File: src/rtl/auth_framer.sv
// auth_framer: latches {timestamp, payload}, folds a 40-bit keyed rotate/XOR tag over
// the 27 header bytes (one byte per cycle, MSB first) and presents a 256-bit frame.
// Ports: in_valid/in_ready accept side, frame_valid/frame_ready/frame output side,
// busy while tagging or holding a frame, frame_count counts handoffs (wraps).
// Latency: accept edge 0 -> frame_valid after edge 27. No overlap: in_ready is low
// from acceptance until the frame is handed off; the frame is held while frame_ready=0.
module auth_framer #(
    parameter logic [39:0] KEY   = 40'h0,
    parameter int          CNT_W = 16
) (
    input  logic             clk,
    input  logic             reset_n,
    input  logic             in_valid,
    output logic             in_ready,
    input  logic [183:0]     payload,
    input  logic [31:0]      timestamp,
    output logic             frame_valid,
    input  logic             frame_ready,
    output logic [255:0]     frame,
    output logic             busy,
    output logic [CNT_W-1:0] frame_count
);

    localparam logic [4:0] LAST_BYTE = 5'd26;

    typedef enum logic [1:0] {
        S_IDLE = 2'd0,
        S_TAG  = 2'd1,
        S_OUT  = 2'd2
    } state_t;

    state_t             r_state;
    state_t             w_state_nxt;

    logic [215:0]       r_hdr;          // {timestamp, payload} as accepted
    logic [215:0]       r_shift;        // header shifted so the current byte sits on top
    logic [39:0]        r_acc;          // tag accumulator
    logic [4:0]         r_cnt;          // index of the byte being folded in
    logic [255:0]       r_frame;
    logic [CNT_W-1:0]   r_frame_count;

    logic               w_accept;
    logic               w_handoff;
    logic               w_last;
    logic [7:0]         w_byte;
    logic [39:0]        w_acc_nxt;

    // ------------------------------------------------------------------
    // FSM: state register
    // ------------------------------------------------------------------
    always_ff @(posedge clk or negedge reset_n) begin
        if (!reset_n) begin
            r_state <= S_IDLE;
        end else begin
            r_state <= w_state_nxt;
        end
    end

    // ------------------------------------------------------------------
    // FSM: next state and handshake outputs
    // ------------------------------------------------------------------
    always_comb begin
        w_state_nxt = r_state;
        in_ready    = 1'b0;
        frame_valid = 1'b0;
        busy        = 1'b0;
        case (r_state)
            S_IDLE: begin
                in_ready = 1'b1;
                if (in_valid) begin
                    w_state_nxt = S_TAG;
                end
            end
            S_TAG: begin
                busy = 1'b1;
                if (w_last) begin
                    w_state_nxt = S_OUT;
                end
            end
            S_OUT: begin
                frame_valid = 1'b1;
                busy        = 1'b1;
                if (frame_ready) begin
                    w_state_nxt = S_IDLE;
                end
            end
            default: begin
                w_state_nxt = S_IDLE;
            end
        endcase
    end

    assign w_accept  = (r_state == S_IDLE) && in_valid;
    assign w_handoff = (r_state == S_OUT) && frame_ready;
    assign w_last    = (r_cnt == LAST_BYTE);

    // Current byte b_cnt is always the top byte of the shifted header copy.
    assign w_byte    = r_shift[215:208];

    // Rotate left by one, then XOR the byte into the low 8 bits (no carries).
    assign w_acc_nxt = {r_acc[38:0], r_acc[39]} ^ {32'h0, w_byte};

    // ------------------------------------------------------------------
    // Datapath
    // ------------------------------------------------------------------
    always_ff @(posedge clk or negedge reset_n) begin
        if (!reset_n) begin
            r_hdr   <= '0;
            r_shift <= '0;
            r_acc   <= KEY;
            r_cnt   <= '0;
            r_frame <= '0;
        end else if (w_accept) begin
            r_hdr   <= {timestamp, payload};
            r_shift <= {timestamp, payload};
            r_acc   <= KEY;
            r_cnt   <= '0;
        end else if (r_state == S_TAG) begin
            r_acc   <= w_acc_nxt;
            r_cnt   <= r_cnt + 5'd1;
            r_shift <= {r_shift[207:0], 8'h00};
            // The edge that folds in the last byte also publishes the frame,
            // using the accumulator value being written on this same edge.
            if (w_last) begin
                r_frame <= {r_hdr, w_acc_nxt};
            end
        end
    end

    // Handoff counter; wraps silently.
    always_ff @(posedge clk or negedge reset_n) begin
        if (!reset_n) begin
            r_frame_count <= '0;
        end else if (w_handoff) begin
            r_frame_count <= r_frame_count + {{(CNT_W-1){1'b0}}, 1'b1};
        end
    end

    assign frame       = r_frame;
    assign frame_count = r_frame_count;

    // ------------------------------------------------------------------
    // Protocol properties
    // ------------------------------------------------------------------
    // A stalled frame must not move.
    property p_frame_hold;
        @(posedge clk) disable iff (!reset_n)
            (frame_valid && !frame_ready) |=> (frame_valid && $stable(frame));
    endproperty
    a_frame_hold: assert property (p_frame_hold);

    // Never ready for new input while a frame is in flight.
    property p_no_overlap;
        @(posedge clk) disable iff (!reset_n)
            busy |-> !in_ready;
    endproperty
    a_no_overlap: assert property (p_no_overlap);

endmodule

File: config.mk
export PLATFORM = sky130hd
export DESIGN_NAME = auth_framer
export DESIGN_NICKNAME = d
export VERILOG_FILES = /design/src/rtl/auth_framer.sv
export SDC_FILE = /design/constraint.sdc
export NUM_CORES = 1
export LEC_CHECK = 0
export CORE_MARGIN = 1.5
export CORE_UTILIZATION = 54
export DETAILED_ROUTE_END_ITERATION = 8
export PLACE_DENSITY = 0.91
export SYNTH_ARGS = -nofsm -noshare
export SYNTH_HDL_FRONTEND = slang
export SYNTH_SLANG_ARGS = --single-unit
File: constraint.sdc
create_clock -name clk -period 3.1 [get_ports clk]
set_clock_uncertainty 0.15 [all_clocks]
set_input_delay 0.31 -clock clk [delete_from_list [all_inputs] [get_ports clk]]
set_output_delay 0.31 -clock clk [all_outputs]
set_load 0.02 [all_outputs]
==> results.tsv <==
metric	value	unit
compound_cell_area_share_of_the_yosys_netlist	3.837	%
initial_core_utilization	54.82	%
initial_antenna_violation_count	8	
worst_ep_arrival_time	3.09	ns
layout_common_cells	751 x dfrtp_1, 681 x nand2_1, 493 x clkdlybuf4s50_1, 244 x mux2_4, 241 x mux2i_1	
cp_slowest_stage_delay	0.67	ns
port_buffers	494	
fillerInstances	3343	
required	3.38	ns
fmax	355.2	MHz
chipWidth	239.7	um
preCtsSetupSlack	0.3374	ns
grt_overall_usage	30.31	%
synth_largest_type_area_fraction	62.10	%
cts.sink_count	751	
worst_slew_pin_slew	0.8521	ns
tritoncts	built	
relSlewSlack	43.19	%
synth_cell_types	29	
largest_cells_by_area_after_synthesis	dfrtp_1 62%, mux2_4 12%, nand2_1 8.5%, mux2i_1 8.0%, o21ai_0 3.4%	
static-leakage-power	19.45	nW
cts_inserted_buffers	75	
syn-cell-area	30260	um^2
number_of_detailed_route_iterations_in_the_first_pass	5	
synth_xor_area_share	0.7814	%
final_net_count	3103	
pins_over_their_slew_limit	0	
detail_route.wirelength	86470	um
syn-mean-instance-area	12.64	um^2
synth_seq_area_share	62.10	%
synth-warning-count	0	
crit_path_max_fanout	99	
iter_0_drt_violations	1716	
clkTransAtPathRegs	0.06	ns
critPathCaptureType	flip-flop	
post-route-min-period	2.815	ns
chipHeight	239.7	um
synthAdderAreaFrac	0.2894	%
grtUsageMet1	37.50	%
detailed_place_hpwl	55800	um
yosys.area.top_type	dfrtp_1	
grt_start_max_net_pins	113	
status	completed	
worst-setup-path-type	flip-flop to flip-flop	
final_layout_size_suffix_gt1_share	13.94	%
synthMuxAreaShare	20.30	%
layout.cells.most_common	dfrtp_1	
core_area	55200	um^2
hold_path_class	primary input to flip-flop	
fin_setup_tns	0	ns
vdd.ir_drop.worst	0.5260	mV
cts_root_buffer	clkbuf_16	
vias	21190	
grt_setup_unrepaired	false	
gp_congestion	0.8813	
critical_path_cell_by_cell	inv_1, ha_1, and2_4, buf_12, buf_4, o21ai_0	
yosys_register_bits	751	
route.detailed.wl_per_inst	23.43	um
grt_util_met3	7.526	%
antenna_left	0	
setup_ws	0.2845	ns
synth_simple_gate_area_share	9.501	%
area_growth	26.80	%
powerDensity	851.1	nW/um^2
post-cts-setup-buffer-count	0	
grt_pass1_vias	22940	
crit_slowest_cell	buf_4	
post-route-drc-count	0	
synth_top_family_by_area	multiplexers	
max-cap-violations	0	
setup_viol_count_final	0	
final_min_period_over_clock_period	90.82	%
timing.critical_path.from_type	flip-flop	
grt_first_pass_wirelength	133100	um
viasPerCell	5.742	
grt_use_met2	49.29	%
finalHoldViolCount	0	
clock_insertion_delay_worst_skew	0.61	ns
synth_nets	2622	
num_rows	86	
cts-root-to-sink-buffers	3	
h-tree-depth	3	
grt-ovfl-total	0	
grt-busiest-layer	met2	
synthCells	2395	
io_pins	495	
design.die.area	57470	um^2
-- cell type report --
cell class | instances | area, um^2 | share of cell area [%]
diodes | 10 | 25.02 | 0.06521
clock buffers | 113 | 2201 | 5.736
clock inverters | 21 | 300.3 | 0.7826
inverters | 6 | 22.52 | 0.05869
multi-input cells | 1503 | 10530 | 27.44
flip-flops and latches | 751 | 18790 | 48.98
well taps | 748 | 935.9 | 2.439
repair buffers | 539 | 5565 | 14.50
-- where the power goes --
group / internal (mW) / switching [mW] / total, mW
Sequential: 12.8 / 2.26 / 15.1
Combinational: 3.43 / 4.86 / 8.29
Clock: 5.44 / 3.87 / 9.31
Total: 21.7 / 11.0 / 32.7
-- state kept, by name, summed over array words and instances (netlist names) --
name,flops
frame,256
r_shift,216
r_acc,40
frame_count,16
r_cnt,5
r_hdr,216
r_state,2
-- what timing repair did --
item                                   CTS  global route
hold buffers                             1             0
resized for setup                        0             0
endpoints found under the hold margin   63             0
-- stage by stage --
stage | util [%] | std cells | cell area [um^2] | hold slack (ns) | power, mW
2_1_floorplan | - | 2395 | 30260 | -0.1356 | 19.76
6_report | 69.51 | 3691 | 38370 | 0.1014 | 32.66
3_3_place_gp | 64.92 | 3546 | 35840 | 0.2401 | 22.27
3_5_place_dp | 64.92 | 3546 | 35840 | 0.2525 | 23.00
5_1_grt | 69.50 | 3687 | 38360 | 0.1034 | 34.11
4_1_cts | 69.47 | 3681 | 38350 | 0.06296 | 32.68
-- metal layers --
layer	share of wire [%]	vias to the layer above
met1	39	10920
met5	0.032	-
met2	48	1034
met4	5.2	4
li1	-	8954
met3	7.8	287
-- final timing paths --
| kind | startpoint | to | slack, ns | depth (start not counted) |
|---|---|---|---|---|
| setup / recovery | r_state[1] | r_shift[56] | 0.28 | 6 |
| hold / removal | payload[17] | r_hdr[17] | 0.10 | 3 |
| setup reg to reg | r_state[1] | r_shift[56] | 0.28 | 6 |
| hold reg to reg | r_hdr[17] | r_hdr[17] | 0.33 | 2 |
| max in group asynchronous | reset_n | r_hdr[190] | 1.49 | 3 |
| min in group asynchronous | reset_n | r_hdr[73] | 0.17 | 2 |
-- cells by family (layout without fill, tap and decap cells) --
group / Yosys count / in the layout
other: 0 / 10
adders and majority gates: 7 / 7
buffers and inverters: 141 / 679
and+or+nand+nor: 751 / 751
DFF: 751 / 751
AOI/OAI and AO/OA: 227 / 227
muxes: 491 / 491
xor gates and xnor gates: 27 / 27
-- synth_stat cells --
library cell / instances
dfrtp_1: 751
nand2_1: 682
mux2_4: 244
mux2i_1: 241
o21ai_0: 207
clkbuf_1: 79
nor2_1: 51
buf_12: 22
buf_2: 20
xnor2_1: 20
o21ai_1: 9
a211oi_1: 8
buf_1: 7
buf_6: 7
ha_1: 7
xor2_1: 7
inv_1: 6
nand3_1: 5
nand4_1: 5
mux2_1: 4
and3_1: 3
mux2_2: 2
nor3_1: 2
a21oi_1: 1
and2_1: 1
nand4b_4: 1
o22a_1: 1
o22ai_1: 1
or3b_1: 1
-- worst max-delay path: cells and delay by family, from the launching register on --
family,cells,cell delay [ns]
buffers and inverters,3,1.21
and+or+nand+nor,1,0.21
adders and majority gates,1,0.31
DFF,1,0.40
AOI/OAI and AO/OA,1,0.29
Note: power is estimated with default switching activity, not from simulation.
